`config.mk`:
```
export PLATFORM = sky130hd
export DESIGN_NAME = mem_stage_sram_ctrl
export DESIGN_NICKNAME = d
export VERILOG_FILES = /design/src/rtl/mem_stage_sram_ctrl_pkg.sv /design/src/rtl/mem_stage_sram_ctrl_wait_counter.sv /design/src/rtl/mem_stage_sram_ctrl.sv
export SDC_FILE = /design/constraint.sdc
export NUM_CORES = 1
export LEC_CHECK = 0
export CAP_MARGIN = 25
export CORE_MARGIN = 4
export CORE_UTILIZATION = 40
export CTS_CLUSTER_DIAMETER = 30
export DETAILED_ROUTE_END_ITERATION = 12
export PLACE_DENSITY = 0.77
export SYNTH_ARGS = -nofsm -noshare
export SYNTH_HDL_FRONTEND = slang
export SYNTH_HIERARCHICAL = 1
export SYNTH_SLANG_ARGS = --single-unit
```
`constraint.sdc`:
```
create_clock -name clk -period 2.35 [get_ports clk]
set_input_delay 0.3525 -clock clk [delete_from_list [all_inputs] [get_ports clk]]
set_output_delay 0.3525 -clock clk [all_outputs]
set_load 0.05 [all_outputs]
```
`src/rtl/mem_stage_sram_ctrl_pkg.sv`:
```
// Shared types, widths and defaults for the memory-stage SRAM controller.
package mem_stage_sram_ctrl_pkg;

    localparam int unsigned WORD_W      = 32;
    localparam int unsigned SRAM_ADDR_W = 18;
    localparam int unsigned SRAM_DATA_W = 16;
    localparam int unsigned WADDR_W     = SRAM_ADDR_W - 1;

    localparam logic [WORD_W-1:0] BASE_ADDR_DEF   = 32'd1024;
    localparam int unsigned       WAIT_CYCLES_DEF = 3;

    typedef enum logic [1:0] {
        ST_IDLE,
        ST_LO,
        ST_HI,
        ST_DONE
    } state_e;

    // Word index of a byte address inside data memory; the subtraction wraps below base.
    function automatic logic [WADDR_W-1:0] word_addr_of(
        input logic [WORD_W-1:0] byte_addr,
        input logic [WORD_W-1:0] base
    );
        return WADDR_W'((byte_addr - base) >> 2);
    endfunction

endpackage

```
`src/rtl/mem_stage_sram_ctrl_wait_counter.sv`:
```
// Per-phase wait counter: loaded at the start of each 16-bit access, counts down to
// the final cycle of the phase and flags the cycles in which the write strobe is low.
module sram_wait_counter
    import mem_stage_sram_ctrl_pkg::*;
#(
    parameter int unsigned WAIT_CYCLES = WAIT_CYCLES_DEF
) (
    input  logic clk,
    input  logic rst_n,
    input  logic load,
    output logic last,
    output logic we_window
);

    localparam int unsigned      CNT_W    = $clog2(WAIT_CYCLES);
    localparam logic [CNT_W-1:0] LOAD_VAL = CNT_W'(WAIT_CYCLES - 1);

    logic [CNT_W-1:0] count;

    // NOTE: sequential state uses non-blocking assignments so every flop samples
    // pre-edge values regardless of process ordering.
    always_ff @(posedge clk) begin
        if (!rst_n) begin
            count <= '0;
        end else if (load) begin
            count <= LOAD_VAL;
        end else if (count != '0) begin
            count <= count - CNT_W'(1);
        end
    end

    assign last      = (count == '0);
    assign we_window = !last;

endmodule

```
`src/rtl/mem_stage_sram_ctrl.sv`:
```
// Memory-stage responder: splits a 32-bit load/store into two 16-bit asynchronous SRAM
// accesses and freezes the pipeline meanwhile. Define SRAM_LAST_WRITE_HIT_EN for last-write read bypass.
module mem_stage_sram_ctrl
    import mem_stage_sram_ctrl_pkg::*;
#(
    parameter logic [WORD_W-1:0] BASE_ADDR   = BASE_ADDR_DEF,
    parameter int unsigned       WAIT_CYCLES = WAIT_CYCLES_DEF
) (
    input  logic                   clk,
    input  logic                   rst_n,
    input  logic                   mem_r_en,
    input  logic                   mem_w_en,
    input  logic [WORD_W-1:0]      alu_res,
    input  logic [WORD_W-1:0]      st_val,
    output logic [WORD_W-1:0]      rd_data,
    output logic                   ready,
    output logic                   freeze,
    output logic [SRAM_ADDR_W-1:0] sram_addr,
    output logic [SRAM_DATA_W-1:0] sram_dq_o,
    output logic                   sram_dq_oe,
    input  logic [SRAM_DATA_W-1:0] sram_dq_i,
    output logic                   sram_we_n
);

    state_e              state, state_next;
    logic [WADDR_W-1:0]  req_word, word_q;
    logic [WORD_W-1:0]   data_q;
    logic                write_q;
    logic                req, read_hit, cnt_load, cnt_last, we_window;

    assign req      = mem_r_en | mem_w_en;
    assign req_word = word_addr_of(alu_res, BASE_ADDR);
    // DONE drops freeze so the pipeline advances past a request that is still visible.
    assign freeze   = req & (state != ST_DONE);

`ifdef SRAM_LAST_WRITE_HIT_EN
    logic               buf_valid;
    logic [WADDR_W-1:0] buf_addr;
    logic [WORD_W-1:0]  buf_data;

    always_ff @(posedge clk) begin
        if (!rst_n) begin
            buf_valid <= 1'b0;
        end else if (state == ST_HI && cnt_last && write_q) begin
            buf_valid <= 1'b1;
        end
    end

    // NOTE: only the valid bit is reset; address and data are qualified by it.
    always_ff @(posedge clk) begin
        if (state == ST_HI && cnt_last && write_q) begin
            buf_addr <= word_q;
            buf_data <= data_q;
        end
    end

    assign read_hit = !mem_w_en && buf_valid && (buf_addr == req_word);
`else
    assign read_hit = 1'b0;
`endif

    sram_wait_counter #(
        .WAIT_CYCLES (WAIT_CYCLES)
    ) u_wait (
        .clk       (clk),
        .rst_n     (rst_n),
        .load      (cnt_load),
        .last      (cnt_last),
        .we_window (we_window)
    );

    always_ff @(posedge clk) begin
        if (!rst_n) begin
            state <= ST_IDLE;
        end else begin
            state <= state_next;
        end
    end

    // NOTE: every combinational output gets a default first so no path infers a latch.
    always_comb begin
        state_next = state;
        cnt_load   = 1'b0;
        case (state)
            ST_IDLE: begin
                if (req) begin
                    if (read_hit) begin
                        state_next = ST_DONE;
                    end else begin
                        state_next = ST_LO;
                        cnt_load   = 1'b1;
                    end
                end
            end
            ST_LO: begin
                if (cnt_last) begin
                    state_next = ST_HI;
                    cnt_load   = 1'b1;
                end
            end
            ST_HI: begin
                if (cnt_last) begin
                    state_next = ST_DONE;
                end
            end
            ST_DONE: state_next = ST_IDLE;
            default: state_next = ST_IDLE;
        endcase
    end

    always_ff @(posedge clk) begin
        if (!rst_n) begin
            word_q  <= '0;
            data_q  <= '0;
            write_q <= 1'b0;
            rd_data <= '0;
        end else begin
            if (state == ST_IDLE && req) begin
                word_q  <= req_word;
                data_q  <= st_val;
                write_q <= mem_w_en;
            end
            // The SRAM read data has settled by the final cycle of each phase.
            if (cnt_last && !write_q) begin
                if (state == ST_LO) rd_data[15:0]  <= sram_dq_i;
                if (state == ST_HI) rd_data[31:16] <= sram_dq_i;
            end
`ifdef SRAM_LAST_WRITE_HIT_EN
            if (state == ST_IDLE && req && read_hit) begin
                rd_data <= buf_data;
            end
`endif
        end
    end

    always_comb begin
        ready      = 1'b0;
        sram_addr  = '0;
        sram_dq_o  = '0;
        sram_dq_oe = 1'b0;
        sram_we_n  = 1'b1;
        case (state)
            ST_LO, ST_HI: begin
                sram_addr  = {word_q, (state == ST_HI)};
                sram_dq_o  = (state == ST_HI) ? data_q[31:16] : data_q[15:0];
                sram_dq_oe = write_q;
                // Strobe rises in the last cycle while address and data stay put.
                sram_we_n  = !(write_q && we_window);
            end
            ST_DONE: ready = 1'b1;
            default: ready = 1'b0;
        endcase
    end

endmodule

```
# ---- Yosys cells after proc, flatten, opt, wreduce, memory -nomap -nowiden
# Cells that the tools add are included.
dict set report totals {
  register_bits 86
  out_inout_bits 70
}
dict set report op_classes {
  reduce_logical 15
  bitwise_logic 3
  n_mux 15
  n_eq_ne 7
  add_sub_neg 2
}
# operator n
set op_table {}
lappend op_table {{16-bit 2-to-1 mux} 2}
lappend op_table {{19-bit by 11-bit subtractor with 19-bit output, second input constant} 1}
lappend op_table {{18-bit 2-to-1 mux} 1}
lappend op_table {{2-bit 2-to-1 mux} 5}
lappend op_table {{2-bit inequality test, second input constant} 4}
lappend op_table {{2-bit case mux with 4 select lines} 1}
lappend op_table {{1-bit 2-to-1 mux} 5}
lappend op_table {{2-bit equality test, second input constant} 2}
lappend op_table {{2-bit zero test} 2}
lappend op_table {{2-bit AND reduction} 2}
lappend op_table {{2-bit nonzero test} 2}
lappend op_table {{2-bit OR reduction} 2}
lappend op_table {{1-bit logical AND} 3}
lappend op_table {{1-bit zero test} 3}
lappend op_table {{3-bit AND reduction} 1}
lappend op_table {{2-bit by 1-bit equality test with 1-bit output, second input constant} 1}
lappend op_table {{1-bit case mux with 2 select lines} 1}
lappend op_table {{2-bit by 1-bit subtractor with 2-bit output, second input constant} 1}
lappend op_table {{1-bit bitwise AND} 1}
lappend op_table {{1-bit inverter} 1}
lappend op_table {{1-bit bitwise OR} 1}

# ---- Logic depth before layout (Yosys ltp)
# Gate-level depths: netlist of run 1.
dict set report logic_depth {
  ltp_word 5
  depth_mapped 7
  mapped_depth_nobuf 6
}

# ---- Hierarchy
# The synthesis of run 1 kept the hierarchy.
# module n_inst seq_area_each_um2 area_each_um2 cells_each
set by_module_without_submodules {}
lappend by_module_without_submodules {mem_stage_sram_ctrl 1 1681.6 3490.8 443}
lappend by_module_without_submodules {sram_wait_counter 1 40.0 71.3 7}

# ---- Worst setup path after synthesis of run 1
# No wires, ideal clock.
dict set report synth_path {
  path_type {register to output}
  from {reg state[0]}
  to {out sram_dq_o[10]}
  arrival_ns 2.293
  slack_ns -0.295
  path_buffers 2
  stages_incl_launch_ff 7
  path_cell_list {dfxtp_1 inv_1 ha_1 buf_2 buf_2 mux2i_1 nor2b_1}
}
dict set report synth_via {
  elab_chain_cells 3
  elab_cells_between_ends 5
}
# element line
set synth_lines {}
lappend synth_lines {{start, declared} mem_stage_sram_ctrl.sv:25} ;# state_e state, state_next;
lappend synth_lines {{start signal, assigned} mem_stage_sram_ctrl.sv:76} ;# state <= state_next;
lappend synth_lines {{2-bit equality test or 2-bit by 1-bit equality test with 1-bit output (tied branches)} {mem_stage_sram_ctrl.sv:142, mem_stage_sram_ctrl.sv:145}}
lappend synth_lines {{16-bit 2-to-1 mux or 2-bit OR reduction (tied branches)} {mem_stage_sram_ctrl.sv:145, mem_stage_sram_ctrl.sv:142}}
lappend synth_lines {{16-bit 2-to-1 mux (*)} mem_stage_sram_ctrl.sv:142} ;# case (state)
lappend synth_lines {{end, declared} mem_stage_sram_ctrl.sv:19} ;# output logic [SRAM_DATA_W-1:0] sram_dq_o,
# Every way passes the cells marked *; elsewhere a longest branch is shown, timed or not.

# ---- Final worst setup path of run 1
dict set report layout_path {
  from {reg state[1]}
  to {out sram_we_n}
}
dict set report layout_via {
  elab_chain_cells 3
  elab_cells_between_ends 4
}
# element line
set layout_lines {}
lappend layout_lines {{2-bit by 1-bit equality test with 1-bit output or 2-bit equality test (tied branches)} mem_stage_sram_ctrl.sv:142}
lappend layout_lines {{2-bit OR reduction (*)} mem_stage_sram_ctrl.sv:142}
lappend layout_lines {{1-bit 2-to-1 mux (*)} mem_stage_sram_ctrl.sv:142}
lappend layout_lines {{end, declared} mem_stage_sram_ctrl.sv:22} ;# output logic sram_we_n
# Marked as above.

==> results_dict.tcl, run 1 <==
set metrics [dict create \
    cts_buffers 9 \
    final_core_util_pct 66.5 \
    max-cap-violations 0 \
    synth_seq_area_share_pct 48.3 \
    cts_buffer_depth 2 \
    via_count 3520 \
    cells_after_synthesis 450 \
    pre_cts_ws_ps 203 \
    fin_worst_skew_ps 7.62 \
    outcome "completed" \
    antenna_violations_before_repair 0 \
    clk_transition_reported_paths_ps 90 \
    timing.critical_path.to_type "output port" \
    startpoint_type "flip-flop" \
    fin_nets 669 \
    p_total_mw 6.73 \
    wl_um 9910 \
    power.ir.vdd_worst_mv 0.522 \
    drt_pre_antenna_iters 5 \
    pin_count_of_the_biggest_net_entering_global_routing 78 \
    final_cells 693 \
    report.final.hold_viol_count 0 \
    crit_type "reg -> out" \
    worst_ep_arrival_time_ps 1840 \
    gp_congestion 0.808 \
    synth.avg_cell_area_um2 7.92 \
    layout.filler_cells 725 \
    final-max-slew-violation-count 0 \
    antenna_cells_inserted 0 \
    synth_async_sr_flop_share_pct 0 \
    chipHeight_um 102 \
    tritoncts "done" \
    syn-cell-area_um2 3560 \
    ys.warnings.count 6 \
    remaining_drc_errors 0 \
    port-buffer-count 138 \
    worst_slew_margin_rel_pct 53.6 \
    hold_path_class "reg -> reg" \
    floorplan.rows 34 \
    finalCriticalPeriod_ps 2190 \
    drt_iter0_drc 122 \
    grt_remaining_overflow 0 \
    setup_viol_count_final 0 \
    cts-root-buf "clkbuf_8" \
    power_density_nw_per_um2 1160 \
    drt-vias-per-instance 5.08 \
    final_worst_slack_ps 157 \
    route.antenna.remaining_nets 0 \
    drive_gt1_share_pct 15.0 \
    wl_per_cell_um 14.3 \
    crit_fanout 13 \
    clk-insertion-delay-late_ps 340 \
    total_instance_count_after_detailed_placement 677 \
    placed_area_um2 5520 \
    power.static_leakage_nw 2.14 \
    postSynth.topFlopCell "dfxtp_1" \
    initial_utilization_pct 41.0 \
    achievable-frequency_ghz 0.456 \
    fin_crit_sh_pct 93.3 \
    synth-edff-count 0 \
    cts-hold-fix-buffers 0 \
    setup_tns_ps 0 \
    postSynthRegisterBits 86 \
    floorplan.die.width_um 102 \
    cts_htree_levels 3 \
    worstMarginPinSlew_ps 694 \
    placed_wire_length_estimate_after_detailed_placement_um 7320 \
    grt_first_pass_wirelength_um 15300 \
    holdWs_ps 453 \
    ys_types 34 \
    boundary_pin_count 154 \
    synthesis.nets 539 \
    placeableCoreArea_um2 8680 \
    areaGrowthSynthToFinish_pct 62.1 \
    grt_use_total_pct 18.3 \
    grt_setup_unrepaired "false" \
    tritoncts_num_sinks 86 \
    design.die.area_um2 10500 \
    number_of_global_route_vias_before_repair 3273 \
    postCtsSetupRepairBufs 0 \
    post_route_cell_area_um2 5770 \
    worstPathRequired_ps 2000 \
]
-- critical path, cell delays in order, from the launching register on --
cell     delay (ps)
dfxtp_1         400
inv_1            80
ha_1            290
buf_4           190
and2_1          250
nand2_1          90
buf_4           190
-- placed cells by master, fill, tap and decap left out, types with 2 or more instances in the layout --
master           count
a211oi_1             5
a21oi_1             76
a31oi_1              3
and2_1              18
and3b_1              2
and4_1               2
buf_12              38
buf_4                9
bufinv_16            3
clkbuf_8             9
clkdlybuf4s50_1    101
dfxtp_1             86
ha_1                 4
inv_1                5
inv_6                3
mux2i_1             16
nand2_1            149
nand3b_1             2
nor2_1               7
nor2b_2              7
nor2b_4              9
nor3_1               2
nor3b_1              2
o21ai_0              9
xnor2_1              2
-- layout make-up --
type                    instances  area (um^2)  share of cell area (%)
multi-input cells             329         1810                    31.3
repair buffers                148         1840                    31.9
inverters                       6         22.5                   0.390
flip-flops and latches         86         1720                    29.8
well taps                     108          135                    2.34
clock inverters                 7          125                    2.17
clock buffers                   9          124                    2.15
-- layer usage --
metal | up-vias | wire length (um) | track usage [%]
met2 | 121 | 4950 | 32.7
met4 | 0 | 135 | 5.55
met1 | 1642 | 4020 | 21.9
met3 | 13 | 807 | 4.03
met5 | - | 0 | 0
li1 | 1744 | - | -
-- power breakdown --
part | total (mW) | internal (mW) | switching (mW)
Sequential | 1.93 | 1.77 | 0.155
Clock | 1.26 | 0.719 | 0.544
Combinational | 3.54 | 1.48 | 2.06
-- cell usage after synthesis, types with 3 or more instances --
master / instances / area (um^2)
dfxtp_1: 86 / 1720
inv_1: 5 / 18.8
o21ai_0: 9 / 45.0
a211oi_1: 5 / 37.5
nand2_1: 149 / 559
nor2b_1: 17 / 106
and2_1: 18 / 113
a31oi_1: 3 / 18.8
mux2i_1: 16 / 160
ha_1: 5 / 62.6
a21oi_1: 76 / 380
clkbuf_1: 25 / 93.8
nor2_1: 7 / 26.3
-- final timing paths --
path	startpoint	endpoint	slack, ps	cells after the start
hold / removal	word_q[0]$_SDFFE_PN0P_	word_q[0]$_SDFFE_PN0P_	450	2
setup reg to reg	state[0]$_SDFFE_PN0P_	data_q[31]$_SDFFE_PN0P_	540	6
setup / recovery	state[1]$_SDFFE_PN0P_	sram_we_n	160	6
hold reg to reg	word_q[0]$_SDFFE_PN0P_	word_q[0]$_SDFFE_PN0P_	450	2
-- logic make-up after synthesis --
kind of cell	synth area share [%]
adders and majority gates	1.76
xor gates and xnor gates	0.492
AOI/OAI and AO/OA	14.9
and+or+nand+nor	26.3
DFF	48.3
buffers and inverters	3.76
muxes	4.50
-- what timing repair did --
item | in CTS | in global routing
gates resized for setup | 0 | 1
endpoints found under the hold margin | 0 | 0
setup endpoints to repair | 0 | 4
-- state kept, by name, indices dropped and copies added, names as in the netlist --
register      cells
data_q           32
rd_data          32
state             2
u_wait/count      2
word_q           17
write_q           1
No activity file was read; power rests on OpenSTA's default activity.
==> run 2, diff against run 1 <==
--- a/config.mk
+++ b/config.mk
@@ -11,6 +11,7 @@
 export CTS_CLUSTER_DIAMETER = 30
 export DETAILED_ROUTE_END_ITERATION = 12
 export PLACE_DENSITY = 0.77
+export SLEW_MARGIN = 10
 export SYNTH_ARGS = -nofsm -noshare
 export SYNTH_HDL_FRONTEND = slang
 export SYNTH_HIERARCHICAL = 1
==> results of run 2 <==
The final DEF is identical to that of run 1; final timing and power are the same.
